## src/rtl/fifo_ram_bridge_pkg.sv

```systemverilog
// Shared types, constants and helpers for the FIFO-to-RAM bridge.
package fifo_ram_bridge_pkg;

  // IDLE leaves after one cycle. FILL counts beats until READ_LAG words are
  // in the RAM. STREAM stays active until reset.
  typedef enum logic [1:0] {
    ST_IDLE   = 2'd0,
    ST_FILL   = 2'd1,
    ST_STREAM = 2'd2
  } state_t;

  // Port-2 read latency of the RAM, measured from address to data.
  localparam int RAM_RD_LATENCY = 1;

  // Unsigned subtract that wraps modulo 2**aw. The result is zero-extended
  // to 32 bits, and the caller truncates it to aw bits.
  function automatic logic [31:0] wrap_sub(input logic [31:0] a,
                                           input logic [31:0] b,
                                           input int          aw);
    logic [31:0] mask;
    mask = (32'd1 << aw) - 32'd1;
    return (a - b) & mask;
  endfunction

endpackage

```

## src/rtl/bridge_valid_pipe.sv

```systemverilog
// Valid-bit shift register of configurable depth, cleared synchronously.
module bridge_valid_pipe #(
  parameter int DEPTH = 1
) (
  input  logic clk,
  input  logic srst,
  input  logic shift_in,
  output logic shift_out
);

  logic [DEPTH-1:0] stages;

  // Shift one position per cycle. A clear drops every bit still in flight.
  always_ff @(posedge clk) begin
    if (srst) begin
      stages <= '0;
    end else begin
      for (int i = DEPTH - 1; i > 0; i--) begin
        stages[i] <= stages[i-1];
      end
      stages[0] <= shift_in;
    end
  end

  assign shift_out = stages[DEPTH-1];

endmodule

```

## src/rtl/fifo_ram_bridge.sv

```systemverilog
// Moves FIFO beats into a dual-port RAM ring and streams the data back out.
// The read-back port follows the write pointer at a fixed lag.
module fifo_ram_bridge
  import fifo_ram_bridge_pkg::*;
#(
  parameter int DATA_WIDTH   = 8,
  parameter int ADDR_WIDTH   = 16,
  parameter int FIFO_LATENCY = 1,
  parameter int READ_LAG     = 3
) (
  input  logic                  i_clk,
  input  logic                  i_srst,
  input  logic                  i_enable,
  input  logic                  i_fifo_empty,
  output logic                  o_fifo_re,
  input  logic [DATA_WIDTH-1:0] i_fifo_rdata,
  output logic                  o_ram_we,
  output logic [ADDR_WIDTH-1:0] o_ram_waddr,
  output logic [DATA_WIDTH-1:0] o_ram_wdata,
  output logic [ADDR_WIDTH-1:0] o_ram_raddr,
  input  logic [DATA_WIDTH-1:0] i_ram_rdata,
  output logic [DATA_WIDTH-1:0] o_data,
  output logic                  o_valid,
  output logic                  o_wrap,
  output logic                  o_streaming
);

  localparam logic [ADDR_WIDTH-1:0] LAG     = ADDR_WIDTH'(READ_LAG);
  localparam logic [ADDR_WIDTH-1:0] PTR_MAX = '1;

  state_t                state;
  logic [ADDR_WIDTH-1:0] wptr;
  logic [ADDR_WIDTH-1:0] wptr_next;
  logic [ADDR_WIDTH-1:0] fill_cnt;
  logic                  beat;
  logic                  last_fill;
  logic                  issue;
  logic                  rd_issue;
  logic                  rd_capture;

  assign o_fifo_re = i_enable & ~i_fifo_empty & (state != ST_IDLE);

  // Every read strobe produces a beat exactly FIFO_LATENCY cycles later.
  bridge_valid_pipe #(
    .DEPTH(FIFO_LATENCY)
  ) u_fifo_pipe (
    .clk      (i_clk),
    .srst     (i_srst),
    .shift_in (o_fifo_re),
    .shift_out(beat)
  );

  assign wptr_next = wptr + 1'b1;
  assign last_fill = (state == ST_FILL) && ((fill_cnt + 1'b1) == LAG);
  assign issue     = beat && ((state == ST_STREAM) || last_fill);

  // Sequencer: leave IDLE at once, count fill beats, then stream until reset.
  always_ff @(posedge i_clk) begin
    if (i_srst) begin
      state       <= ST_IDLE;
      fill_cnt    <= '0;
      o_streaming <= 1'b0;
    end else begin
      case (state)
        ST_IDLE: begin
          state <= ST_FILL;
        end
        ST_FILL: begin
          if (beat) begin
            fill_cnt <= fill_cnt + 1'b1;
            if (last_fill) begin
              state       <= ST_STREAM;
              o_streaming <= 1'b1;
            end
          end
        end
        ST_STREAM: begin
          o_streaming <= 1'b1;
        end
        default: begin
          state <= ST_IDLE;
        end
      endcase
    end
  end

  // Write port and read address update together. The read address is taken
  // from the post-increment pointer, so the read that goes with the write to
  // address N targets address N+1-READ_LAG.
  always_ff @(posedge i_clk) begin
    if (i_srst) begin
      wptr        <= '0;
      o_ram_we    <= 1'b0;
      o_ram_waddr <= '0;
      o_ram_wdata <= '0;
      o_ram_raddr <= '0;
      o_wrap      <= 1'b0;
      rd_issue    <= 1'b0;
    end else begin
      o_ram_we <= beat;
      o_wrap   <= beat && (wptr == PTR_MAX);
      rd_issue <= issue;
      if (beat) begin
        o_ram_waddr <= wptr;
        o_ram_wdata <= i_fifo_rdata;
        wptr        <= wptr_next;
      end
      if (issue) begin
        o_ram_raddr <= ADDR_WIDTH'(wrap_sub(32'(wptr_next), 32'(READ_LAG), ADDR_WIDTH));
      end
    end
  end

  // The read-issue flag is delayed by the RAM latency so that it lines up
  // with the port-2 data it qualifies.
  bridge_valid_pipe #(
    .DEPTH(RAM_RD_LATENCY)
  ) u_rd_pipe (
    .clk      (i_clk),
    .srst     (i_srst),
    .shift_in (rd_issue),
    .shift_out(rd_capture)
  );

  // Register the read-back data. o_data keeps its last value between valids.
  always_ff @(posedge i_clk) begin
    if (i_srst) begin
      o_data  <= '0;
      o_valid <= 1'b0;
    end else begin
      o_valid <= rd_capture;
      if (rd_capture) begin
        o_data <= i_ram_rdata;
      end
    end
  end

endmodule
```

## config.mk

```make
export PLATFORM = sky130hd
export DESIGN_NAME = fifo_ram_bridge
export DESIGN_NICKNAME = d
export VERILOG_FILES = /design/src/rtl/fifo_ram_bridge_pkg.sv /design/src/rtl/bridge_valid_pipe.sv /design/src/rtl/fifo_ram_bridge.sv
export SDC_FILE = /design/constraint.sdc
export NUM_CORES = 1
export LEC_CHECK = 0
export CAP_MARGIN = 5
export CORE_MARGIN = 5
export CORE_UTILIZATION = 45
export CTS_BUF_LIST = sky130_fd_sc_hd__clkbuf_16
export DETAILED_ROUTE_END_ITERATION = 7
export DONT_BUFFER_PORTS = 1
export PLACE_DENSITY = 0.67
export SYNTH_ARGS = -nofsm -noshare
export SYNTH_HDL_FRONTEND = slang
export SYNTH_SLANG_ARGS = --single-unit
export TNS_END_PERCENT = 50
```

## constraint.sdc

```tcl
create_clock -name i_clk -period 6 [get_ports i_clk]
set_input_delay 1.2 -clock i_clk [delete_from_list [all_inputs] [get_ports i_clk]]
set_output_delay 1.2 -clock i_clk [all_outputs]
set_load 0.02 [all_outputs]
```

==> results.py <==
metrics = {
    "detailed_routing": {
        "route.detailed.wl_per_inst_microns": 15.2,
        "ant_nets": 0,
        "vias": 3472,
        "route.detailed.drc": 0,
        "firstDrtPassIters": 4,
        "drt_iter0_markers": 144,
        "finalWirelength_microns": 9460,
        "drt-vias-per-instance": 5.57,
    },
    "status": {
        "status": "complete, no violations",
    },
    "synthesis": {
        "synth.top_cell.area_share_pct": 39.7,
        "synthTopCellsByCount": "dfxtp_1, nor2_1, mux2i_1, xor2_1, nand2_1",
        "synthesis.area_sq_um": 4490,
        "synth_top_area_cell": "dfxtp_1",
        "avgSynthCellArea_sq_um": 8.78,
        "ys_types": 60,
        "synthFlopType": "dfxtp_1",
        "synth_area_leaders": "dfxtp_1, mux2i_1, nor2_1",
        "async_flop_share_pct": 0,
        "syn_nets": 537,
        "synth.most_common_cell": "dfxtp_1",
        "ys_seq_area_share_pct": 39.7,
        "ys_ff_latch": 89,
        "synth-edff-count": 0,
        "yosysWarnings": 0,
        "syn_inst": 512,
    },
    "global_routing": {
        "grt_overflow": 0,
        "first_global_vias": 3316,
        "antenna_found_initial": 0,
        "grt_start_max_net_pins": 87,
        "track_usage_pct": 16.6,
        "grt_pass1_wl_microns": 16100,
    },
    "placed_design": {
        "place.gp.congestion": 0.838,
        "port_buffers": 0,
        "postPlaceCellArea_sq_um": 4500,
        "hpwl_microns": 6550,
    },
    "cts": {
        "path_clk_slew_ns": 0.07,
        "cts_tree": "built",
        "cts_made_buffers": 9,
        "cts_sinks": 89,
        "clock_path_buffers": 2,
        "postCtsSetupRepairBufs": 0,
        "cts_root_buf": "clkbuf_16",
        "hold_buffers": 0,
        "clk_latency_ns": 0.33,
        "htreeDepth": 3,
        "cts_resized": 0,
    },
    "pwr": {
        "p_total_w": 0.00122,
        "clkPwrFrac_pct": 48.6,
        "seqPwrFrac_pct": 49.2,
        "combPwrFrac_pct": 2.2,
        "p_switching_w": 0.000252,
        "p_leak_nw": 1.65,
        "p_per_area_nw_per_um2": 254,
        "ir_drop_v": 0.000136,
        "p_sw_share_pct": 20.6,
        "intPower_w": 0.000972,
    },
    "setup_path": {
        "cp-start-kind": "register",
        "critPathCaptureType": "register",
        "r2r_start": "wptr[0]",
        "cpPeakStageDelay_ns": 0.64,
        "crit_buf_inv": 0,
        "path_delay_family": "simple AND/OR/NAND/NOR gates",
        "critical_path_required_ns": 6.23,
        "cp_slowest_cell": "dfxtp_1",
        "path_cells": "ha_1, nand3_1, nor2_1, xnor2_1, o2111ai_1, or4_1, a41o_1",
        "ff2ff_setup_slack_ns": 2.85,
        "crit_type": "register to register",
        "startpoint": "wptr[0]",
        "worstPathMaxFanout": 14,
        "arrival_ns": 3.38,
    },
    "timing": {
        "max-slew-margin-rel_pct": 25.1,
        "drv_slew": 0,
        "finalSetupViolCount": 0,
        "setup_tns_ns": 0,
        "fin_crit_sh_pct": 52.4,
        "finalClockSkew_ns": 0.00748,
        "fmax_mhz": 318,
        "hold_viol_final": 0,
        "min_period_ns": 3.15,
        "worst_pin_slew_ns": 1.12,
        "rsz0062_at_grt": "false",
    },
    "die": {
        "die_area_sq_um": 12100,
        "die_h_microns": 110,
        "initial_core_util_pct": 46.0,
        "ios": 73,
        "die_w_microns": 110,
        "coreArea_sq_um": 9770,
        "rows": 36,
    },
    "final_layout": {
        "drive_above_1_share_pct": 6.33,
        "diodes": 0,
        "multiInputGateArea_sq_um": 2510,
        "final_nets": 510,
        "stdcell_area_sq_um": 4820,
        "fillerInstances": 939,
        "area_growth_pct": 7.21,
        "regArea_sq_um": 1780,
    },
    "min_path": {
        "min_path_type": "register to register",
        "holdCritStartpoint": "rd_issue",
    },
    "flow_run": {
        "cap_violations": 0,
    },
}
kinds of logic (layout without fill, tap and decap cells):
| logic type | after synthesis | after routing | synth area share [%] |
|---|---|---|---|
| adder cells (fa/ha/maj) | 5 | 5 | 1.39 |
| XOR/XNOR | 49 | 49 | 9.55 |
| flip-flops | 89 | 89 | 39.7 |
| AND/OR/NAND/NOR | 207 | 207 | 23.3 |
| AO/OA/AOI/OAI | 70 | 70 | 11.6 |
| multiplexers | 45 | 45 | 10.0 |
| buffers and inverters | 47 | 25 | 4.48 |
area by class of cell:
class,count,share of cell area (%)
Tap cell,133,3.45
Clock inverter,7,1.97
Clock buffer,9,4.68
Inverter,8,0.623
Sequential cell,89,37.0
Multi-Input combinational cell,376,52.1
Timing Repair Buffer,1,0.156
through the flow:
stage / worst slack, ns / hold slack (ns) / utilization [%] / cells
6_report: 2.85 / 0.461 / 49.3 / 623
5_1_grt: 2.59 / 0.472 / 49.3 / 623
4_1_cts: 2.85 / 0.460 / 49.3 / 623
3_5_place_dp: 2.88 / 0.451 / 46.0 / 607
3_3_place_gp: 3.00 / 0.444 / 46.0 / 607
2_1_floorplan: 3.04 / 0.414 / - / 512
state kept, by name (all words and copies together), names as in the netlist:
register / flops
o_ram_wdata: 8
o_ram_we: 1
o_ram_raddr: 16
fill_cnt: 16
o_streaming: 1
u_rd_pipe.shift_out: 1
o_valid: 1
wptr: 16
rd_issue: 1
o_ram_waddr: 16
o_wrap: 1
u_fifo_pipe.shift_out: 1
state: 2
o_data: 8
worst register-to-register path: stages (launching register included):
cell	delay [ns]
dfxtp_1	0.64
ha_1	0.38
nand3_1	0.17
nor2_1	0.54
xnor2_1	0.26
o2111ai_1	0.25
or4_1	0.56
a41o_1	0.25
worst paths after layout:
check                         to  depth (start not counted)
max              o_ram_raddr[15]                          7
min          u_rd_pipe.shift_out                          1
max reg2reg      o_ram_raddr[15]                          7
min reg2reg  u_rd_pipe.shift_out                          1
cell usage in the layout (no fill, tap or decap), types with 3 or more instances in the layout:
cell / Yosys / final
dfxtp_1: 89 / 88
nor2_1: 81 / 81
mux2i_1: 45 / 45
xor2_1: 28 / 28
nand2_1: 26 / 26
nand3_1: 24 / 24
xnor2_1: 21 / 21
nand4_1: 16 / 16
o21ai_0: 15 / 15
a21oi_1: 14 / 14
and3_1: 11 / 11
inv_1: 8 / 9
clkbuf_16: 0 / 9
nor3_1: 8 / 8
or3_1: 7 / 7
a211oi_1: 5 / 5
nor2b_1: 5 / 5
ha_1: 5 / 5
nor3b_1: 4 / 4
nor4_1: 4 / 4
and2_1: 4 / 4
o31a_1: 3 / 3
or4_1: 3 / 3
clkinvlp_4: 0 / 3
layer usage:
| layer | share of wire, % | track usage, % | vias up |
|---|---|---|---|
| li1 | - | - | 1755 |
| met1 | 46 | 21.6 | 1644 |
| met2 | 48 | 26.5 | 69 |
| met3 | 5.5 | 5.23 | 4 |
| met4 | 0.54 | 4.54 | 0 |
| met5 | 0 | 0 | - |
power by group through the flow:
stage                logic, W  registers (W)  clock network [W]
floorplan           0.0000333       0.000611                  0
global placement    0.0000268       0.000615                  0
detailed placement  0.0000272       0.000615                  0
CTS                 0.0000275       0.000602           0.000611
global route        0.0000300       0.000602           0.000646
finish              0.0000270       0.000602           0.000595
Power figures use the tool's default switching activity.
